File: src/rtl/sqrt_arbiter.sv
// Round-robin front end that shares one pipelined square-root unit among N_REQ clients.
// Tracks the owner of every in-flight radicand and steers each root back with a one-hot strobe.
module sqrt_arbiter #(
  parameter int N_REQ           = 4,
  parameter int WIDTH_INPUT     = 16,
  parameter int WIDTH_OUTPUT    = WIDTH_INPUT/2 + WIDTH_INPUT%2,
  parameter int LATENCY         = WIDTH_OUTPUT,
  parameter int MAX_OUTSTANDING = 4
) (
  input  logic                         clk,
  input  logic                         rst_n,
  input  logic [N_REQ-1:0]             req_valid,
  input  logic [N_REQ*WIDTH_INPUT-1:0] req_radicand,
  output logic [N_REQ-1:0]             req_ready,
  output logic                         sq_valid_in,
  output logic [WIDTH_INPUT-1:0]       sq_radicand,
  input  logic                         sq_valid_out,
  input  logic [WIDTH_OUTPUT-1:0]      sq_root,
  output logic [N_REQ-1:0]             resp_valid,
  output logic [WIDTH_OUTPUT-1:0]      resp_root,
  output logic                         busy,
  output logic                         protocol_error
);

  localparam int              IDX_W    = $clog2(N_REQ);
  localparam logic [IDX_W:0]  N_REQ_X  = (IDX_W+1)'(N_REQ);
  localparam logic [IDX_W-1:0] LAST_IDX = IDX_W'(N_REQ-1);
  localparam logic [3:0]      MAX_CNT  = 4'(MAX_OUTSTANDING);

  logic [IDX_W-1:0]       rr_ptr;
  logic [N_REQ-1:0]       eligible;
  logic [IDX_W-1:0]       grant_idx;
  logic                   grant_found;
  logic [IDX_W:0]         scan_idx;
  logic                   accept;
  logic [N_REQ-1:0]       accept_vec;
  logic [WIDTH_INPUT-1:0] sel_radicand;
  logic [3:0]             outstanding [N_REQ];
  logic [IDX_W-1:0]       issue_owner;
  logic [LATENCY-1:0]     tag_valid;
  logic [IDX_W-1:0]       tag_owner [LATENCY];
  logic                   tag_end_valid;
  logic [IDX_W-1:0]       tag_end_owner;

  always_comb begin
    eligible = '0;
    for (int i = 0; i < N_REQ; i++) begin
      eligible[i] = req_valid[i] && (outstanding[i] < MAX_CNT);
    end
  end

  // Scan N_REQ positions starting at rr_ptr; first eligible index wins.
  always_comb begin
    grant_idx   = '0;
    grant_found = 1'b0;
    scan_idx    = '0;
    for (int k = 0; k < N_REQ; k++) begin
      scan_idx = {1'b0, rr_ptr} + (IDX_W+1)'(k);
      if (scan_idx >= N_REQ_X) scan_idx = scan_idx - N_REQ_X;
      if (!grant_found && eligible[scan_idx[IDX_W-1:0]]) begin
        grant_found = 1'b1;
        grant_idx   = scan_idx[IDX_W-1:0];
      end
    end
  end

  // Grants are masked while reset is asserted so nothing is offered to clients.
  always_comb begin
    req_ready = '0;
    if (grant_found && rst_n) req_ready[grant_idx] = 1'b1;
  end

  assign accept_vec   = req_valid & req_ready;
  assign accept       = |accept_vec;
  assign sel_radicand = req_radicand[grant_idx*WIDTH_INPUT +: WIDTH_INPUT];

  always_ff @(posedge clk or negedge rst_n) begin
    if (!rst_n) begin
      rr_ptr      <= '0;
      sq_valid_in <= 1'b0;
      sq_radicand <= '0;
      issue_owner <= '0;
    end else begin
      sq_valid_in <= accept;
      if (accept) begin
        sq_radicand <= sel_radicand;
        issue_owner <= grant_idx;
        rr_ptr      <= (grant_idx == LAST_IDX) ? '0 : grant_idx + IDX_W'(1);
      end
    end
  end

  // Tag stage 0 follows the registered issue, so the last stage lines up with sq_valid_out.
  always_ff @(posedge clk or negedge rst_n) begin
    if (!rst_n) begin
      tag_valid <= '0;
      for (int s = 0; s < LATENCY; s++) tag_owner[s] <= '0;
    end else begin
      tag_valid[0] <= sq_valid_in;
      tag_owner[0] <= issue_owner;
      for (int s = 1; s < LATENCY; s++) begin
        tag_valid[s] <= tag_valid[s-1];
        tag_owner[s] <= tag_owner[s-1];
      end
    end
  end

  assign tag_end_valid = tag_valid[LATENCY-1];
  assign tag_end_owner = tag_owner[LATENCY-1];

  always_ff @(posedge clk or negedge rst_n) begin
    if (!rst_n) begin
      resp_valid     <= '0;
      resp_root      <= '0;
      protocol_error <= 1'b0;
    end else begin
      resp_valid <= '0;
      if (sq_valid_out && tag_end_valid) begin
        resp_valid <= N_REQ'(1) << tag_end_owner;
        resp_root  <= sq_root;
      end
      if (sq_valid_out != tag_end_valid) protocol_error <= 1'b1;
    end
  end

  // Credits are returned on the response pulse, so a stalled client resumes one cycle later.
  always_ff @(posedge clk or negedge rst_n) begin
    if (!rst_n) begin
      for (int i = 0; i < N_REQ; i++) outstanding[i] <= '0;
    end else begin
      for (int i = 0; i < N_REQ; i++) begin
        if (accept_vec[i] && !resp_valid[i])
          outstanding[i] <= outstanding[i] + 4'd1;
        else if (!accept_vec[i] && resp_valid[i])
          outstanding[i] <= outstanding[i] - 4'd1;
      end
    end
  end

  always_comb begin
    busy = 1'b0;
    for (int i = 0; i < N_REQ; i++) begin
      if (outstanding[i] != 4'd0) busy = 1'b1;
    end
  end

endmodule

File: config.mk
export PLATFORM = sky130hd
export DESIGN_NAME = sqrt_arbiter
export DESIGN_NICKNAME = d
export VERILOG_FILES = /design/src/rtl/sqrt_arbiter.sv
export SDC_FILE = /design/constraint.sdc
export NUM_CORES = 1
export LEC_CHECK = 0
export ABC_AREA = 1
export CORE_MARGIN = 2
export CORE_UTILIZATION = 40
export DETAILED_ROUTE_END_ITERATION = 10
export GPL_TIMING_DRIVEN = 0
export PLACE_DENSITY = 0.77
export SETUP_SLACK_MARGIN = 0.05
export SLEW_MARGIN = 20
export SYNTH_ARGS = -nofsm -noshare
export SYNTH_HDL_FRONTEND = slang
export SYNTH_SLANG_ARGS = --single-unit
File: constraint.sdc
create_clock -name clk -period 6.5 [get_ports clk]
set_input_delay 0.975 -clock clk [delete_from_list [all_inputs] [get_ports clk]]
set_output_delay 0.975 -clock clk [all_outputs]
set_load 0.005 [all_outputs]
==> results of run 1 <==
==> routing by layer <==
metal / track usage, % / part of all wire, %
met4: 6.494 / 2.1
met1: 24.53 / 44
met3: 4.844 / 7.1
met2: 32.51 / 47
met5: 0 / 0
==> final timing paths <==
path                            cells past startpoint  slack (ns)          from              to
worst max-delay path                               13        1.99  req_valid[3]    req_ready[3]
worst min-delay path                                0        0.34  tag_owner[7]    tag_owner[5]
worst max register to register                     24        2.60     rr_ptr[0]  outstanding[3]
worst min register to register                      0        0.34  tag_owner[7]    tag_owner[5]
max in group asynchronous                           2        5.37         rst_n    tag_owner[7]
min in group asynchronous                           1        0.56         rst_n  outstanding[6]
==> sequential cells by signal, summed over array words and instances, names as in the netlist <==
| register | count |
|---|---|
| tag_owner | 14 |
| tag_end_owner | 2 |
| rr_ptr | 2 |
| sq_valid_in | 1 |
| issue_owner | 2 |
| resp_valid | 4 |
| resp_root | 8 |
| tag_valid | 8 |
| sq_radicand | 16 |
| protocol_error | 1 |
| outstanding | 16 |
==> critical path, stage by stage <==
cell and delay (ns):
clkdlybuf4s50_1 0.55, nand3_1 0.14, nand2_2 0.14, nand2_1 0.08
nand2_1 0.07, nand2_1 0.04, nand3_1 0.15, buf_4 0.21
buf_4 0.19, ha_1 0.15, inv_1 0.05, nor2_1 0.23
clkdlybuf4s50_1 0.55
==> per-stage QoR <==
step,setup slack (ns),instances,instance area (um2),hold slack (ns)
floorplan,2.753,522,4199,0.3312
global placement,0.2836,771,5500,0.3343
detailed placement,1.776,772,5518,0.3373
CTS,1.985,787,5757,0.3468
global route,1.794,787,5757,0.3409
finish,1.993,787,5757,0.3434
==> power breakdown <==
group / total, mW / leakage [nW] / internal (mW) / switching (mW)
Sequential: 0.736 / 0.913 / 0.622 / 0.114
Combinational: 1.10 / 1.86 / 0.514 / 0.583
Clock: 0.426 / 0.116 / 0.255 / 0.171
Total: 2.26 / 2.89 / 1.39 / 0.868
==> cells by family (layout without fill, tap and decap cells) <==
logic type / count (synthesis) / count (layout) / synth area share (%)
flip-flops: 74 / 74 / 44.10
adder cells (fa/ha/maj): 18 / 18 / 6.079
XOR/XNOR: 12 / 12 / 2.503
multiplexers: 3 / 3 / 0.8045
AND/OR/NAND/NOR: 286 / 286 / 32.66
buffers and inverters: 114 / 243 / 11.50
AO/OA/AOI/OAI: 15 / 15 / 2.354
==> cell usage in the layout, fill, tap and decap left out, drive strengths merged <==
master / n
o21ai: 5
buf: 20
clkbuf: 13
xor2: 1
nand4: 22
nand3b: 1
nor2: 16
clkinv: 2
dfrtp: 74
inv: 92
nor4: 2
a21o: 4
or2: 1
a21oi: 4
nand2: 140
bufinv: 3
ha: 14
clkinvlp: 1
clkdlybuf4s50: 112
a31oi: 2
fa: 4
nand3: 98
mux2: 3
nor3: 6
xnor2: 11
==> cell type report <==
| type | count | share of cell area [%] |
|---|---|---|
| flip-flops and latches | 74 | 32.17 |
| inverters | 92 | 6.020 |
| well taps | 136 | 2.956 |
| clock buffers | 9 | 2.152 |
| clock inverters | 6 | 2.000 |
| repair buffers | 114 | 19.95 |
| multi-input cells | 334 | 32.38 |
| plain buffers | 22 | 2.369 |
==> impl_metrics.yaml, run 1 <==
setup_path:
  crit_type: "input port to output port"
  cp.required_ns: 5.52
  end_kind: "output port"
  path_max_fanout: 10
  cp.arrival_ns: 3.53
  worstSetupStartpointType: "input port"
clock_network:
  cts_buffers: 9
  clkSinkCount: 74
  htree_levels: 3
  cts_tree: "built"
  worstSkewPairLatency_ns: 0.34
  clk_pin_slew_ns: 0.08
  cts_resized: 0
  cts_root_buffer: "clkbuf_8"
  cts_hold_buf: 0
  postCtsSetupBuffers: 0
  cts.path.max_buffers: 2
placed_design:
  io_buffer_count: 113
  gp_congestion: 0.9022
  hpwl_mm: 8.241
job:
  maxCapViolCount: 0
yosys:
  synth_common_cells: "nand2_1 (128), nand3_1 (91), inv_1 (88), dfrtp_1 (74), nand4_1 (21)"
  synth-seq-cells: 74
  yosys.area.top_type: "dfrtp_1"
  synthCells: 522
  yosysMostFrequentCell: "nand2_1"
  synth_ff_type: "dfrtp_1"
  synth.distinct_cells: 33
  syn_area_um2: 4199
  synth_area_per_cell_um2: 8.044
  synth_top_cell_area_share_pct: 44.10
  ys_seq_area_share_pct: 44.10
  yosys_warnings: 0
  synth_edf_count: 0
  yosys-top-cells-area: "dfrtp_1 (44%), nand2_1 (11%), nand3_1 (11%), inv_1 (7.9%), ha_1 (4.2%)"
  syn_nets: 619
  synthArstFlopShare_pct: 100.0
routing:
  drt_wl_total_mm: 10.29
  post_drt_wl_per_cell_um: 13.07
  via_per_inst: 4.761
  drc: 0
  drtIter0Drc: 236
  dr.pass1.iters: 4
  via_count: 3747
  antenna_left: 0
pwr:
  p_per_area_nw_per_um2: 392.3
  p_total_mw: 2.258
  p_leak_nw: 2.892
  vdd_drop_max_mv: 0.1731
timing:
  fin_skew_ns: 0.009067
  finalMaxSlewViolations: 0
  fin_tns_setup_ns: 0
  fmax_mhz: 221.9
  rsz0062_at_grt: "no"
  tightest_slew_ns: 0.5358
  slew_headroom_pct: 64.28
  final-setup-viol-count: 0
  fin_crit_sh_pct: 69.33
  fin_crit_ns: 4.507
  hold_violations: 0
die:
  die_x_um: 106.5
  start_util_pct: 40.86
  io_pins: 114
  rows: 37
  chipHeight_um: 106.5
  core_area_um2: 10280
  die_area_um2: 11330
layout:
  drive_above_1_share_pct: 9.831
  fin_util_pct: 56.01
  multiInputGateArea_um2: 1864
  final_nets: 744
  fillerInstances: 967
  syn_to_final_growth_pct: 37.10
  diodes: 0
  register_area_um2: 1852
global_routing:
  grt_pass1_vias: 3861
  grt_pass1_wl_mm: 17.66
  grt_max_degree: 48
  antenna_found_initial: 0
  grt.total_usage_pct: 19.40
  grt-ovfl-total: 0
min_path:
  hold_path.class: "flip-flop to flip-flop"
status:
  status: "finished clean"
(Power assumes the default switching activity.)
==> inputs of run 2 (changes only) <==
==> constraint.sdc (replaced) <==
create_clock -name clk -period 4.45 [get_ports clk]
set_input_delay 0.6675 -clock clk [delete_from_list [all_inputs] [get_ports clk]]
set_output_delay 0.6675 -clock clk [all_outputs]
set_load 0.005 [all_outputs]
==> results of run 2 <==
The final DEF is identical to that of run 1. Status: finished clean.
Among the figures that moved: setup slack after placement 1.776 ns -> 0.03355 ns; setup slack after layout 1.993 ns -> 0.3736 ns; hold slack 0.3434 ns -> 0.2518 ns; end point of the critical path req_ready[3] -> outstanding[3]; register-to-register setup slack 2.60 ns -> 0.55 ns; total power 2.258 mW -> 3.299 mW; worst IR drop on VDD 0.1731 mV -> 0.2529 mV
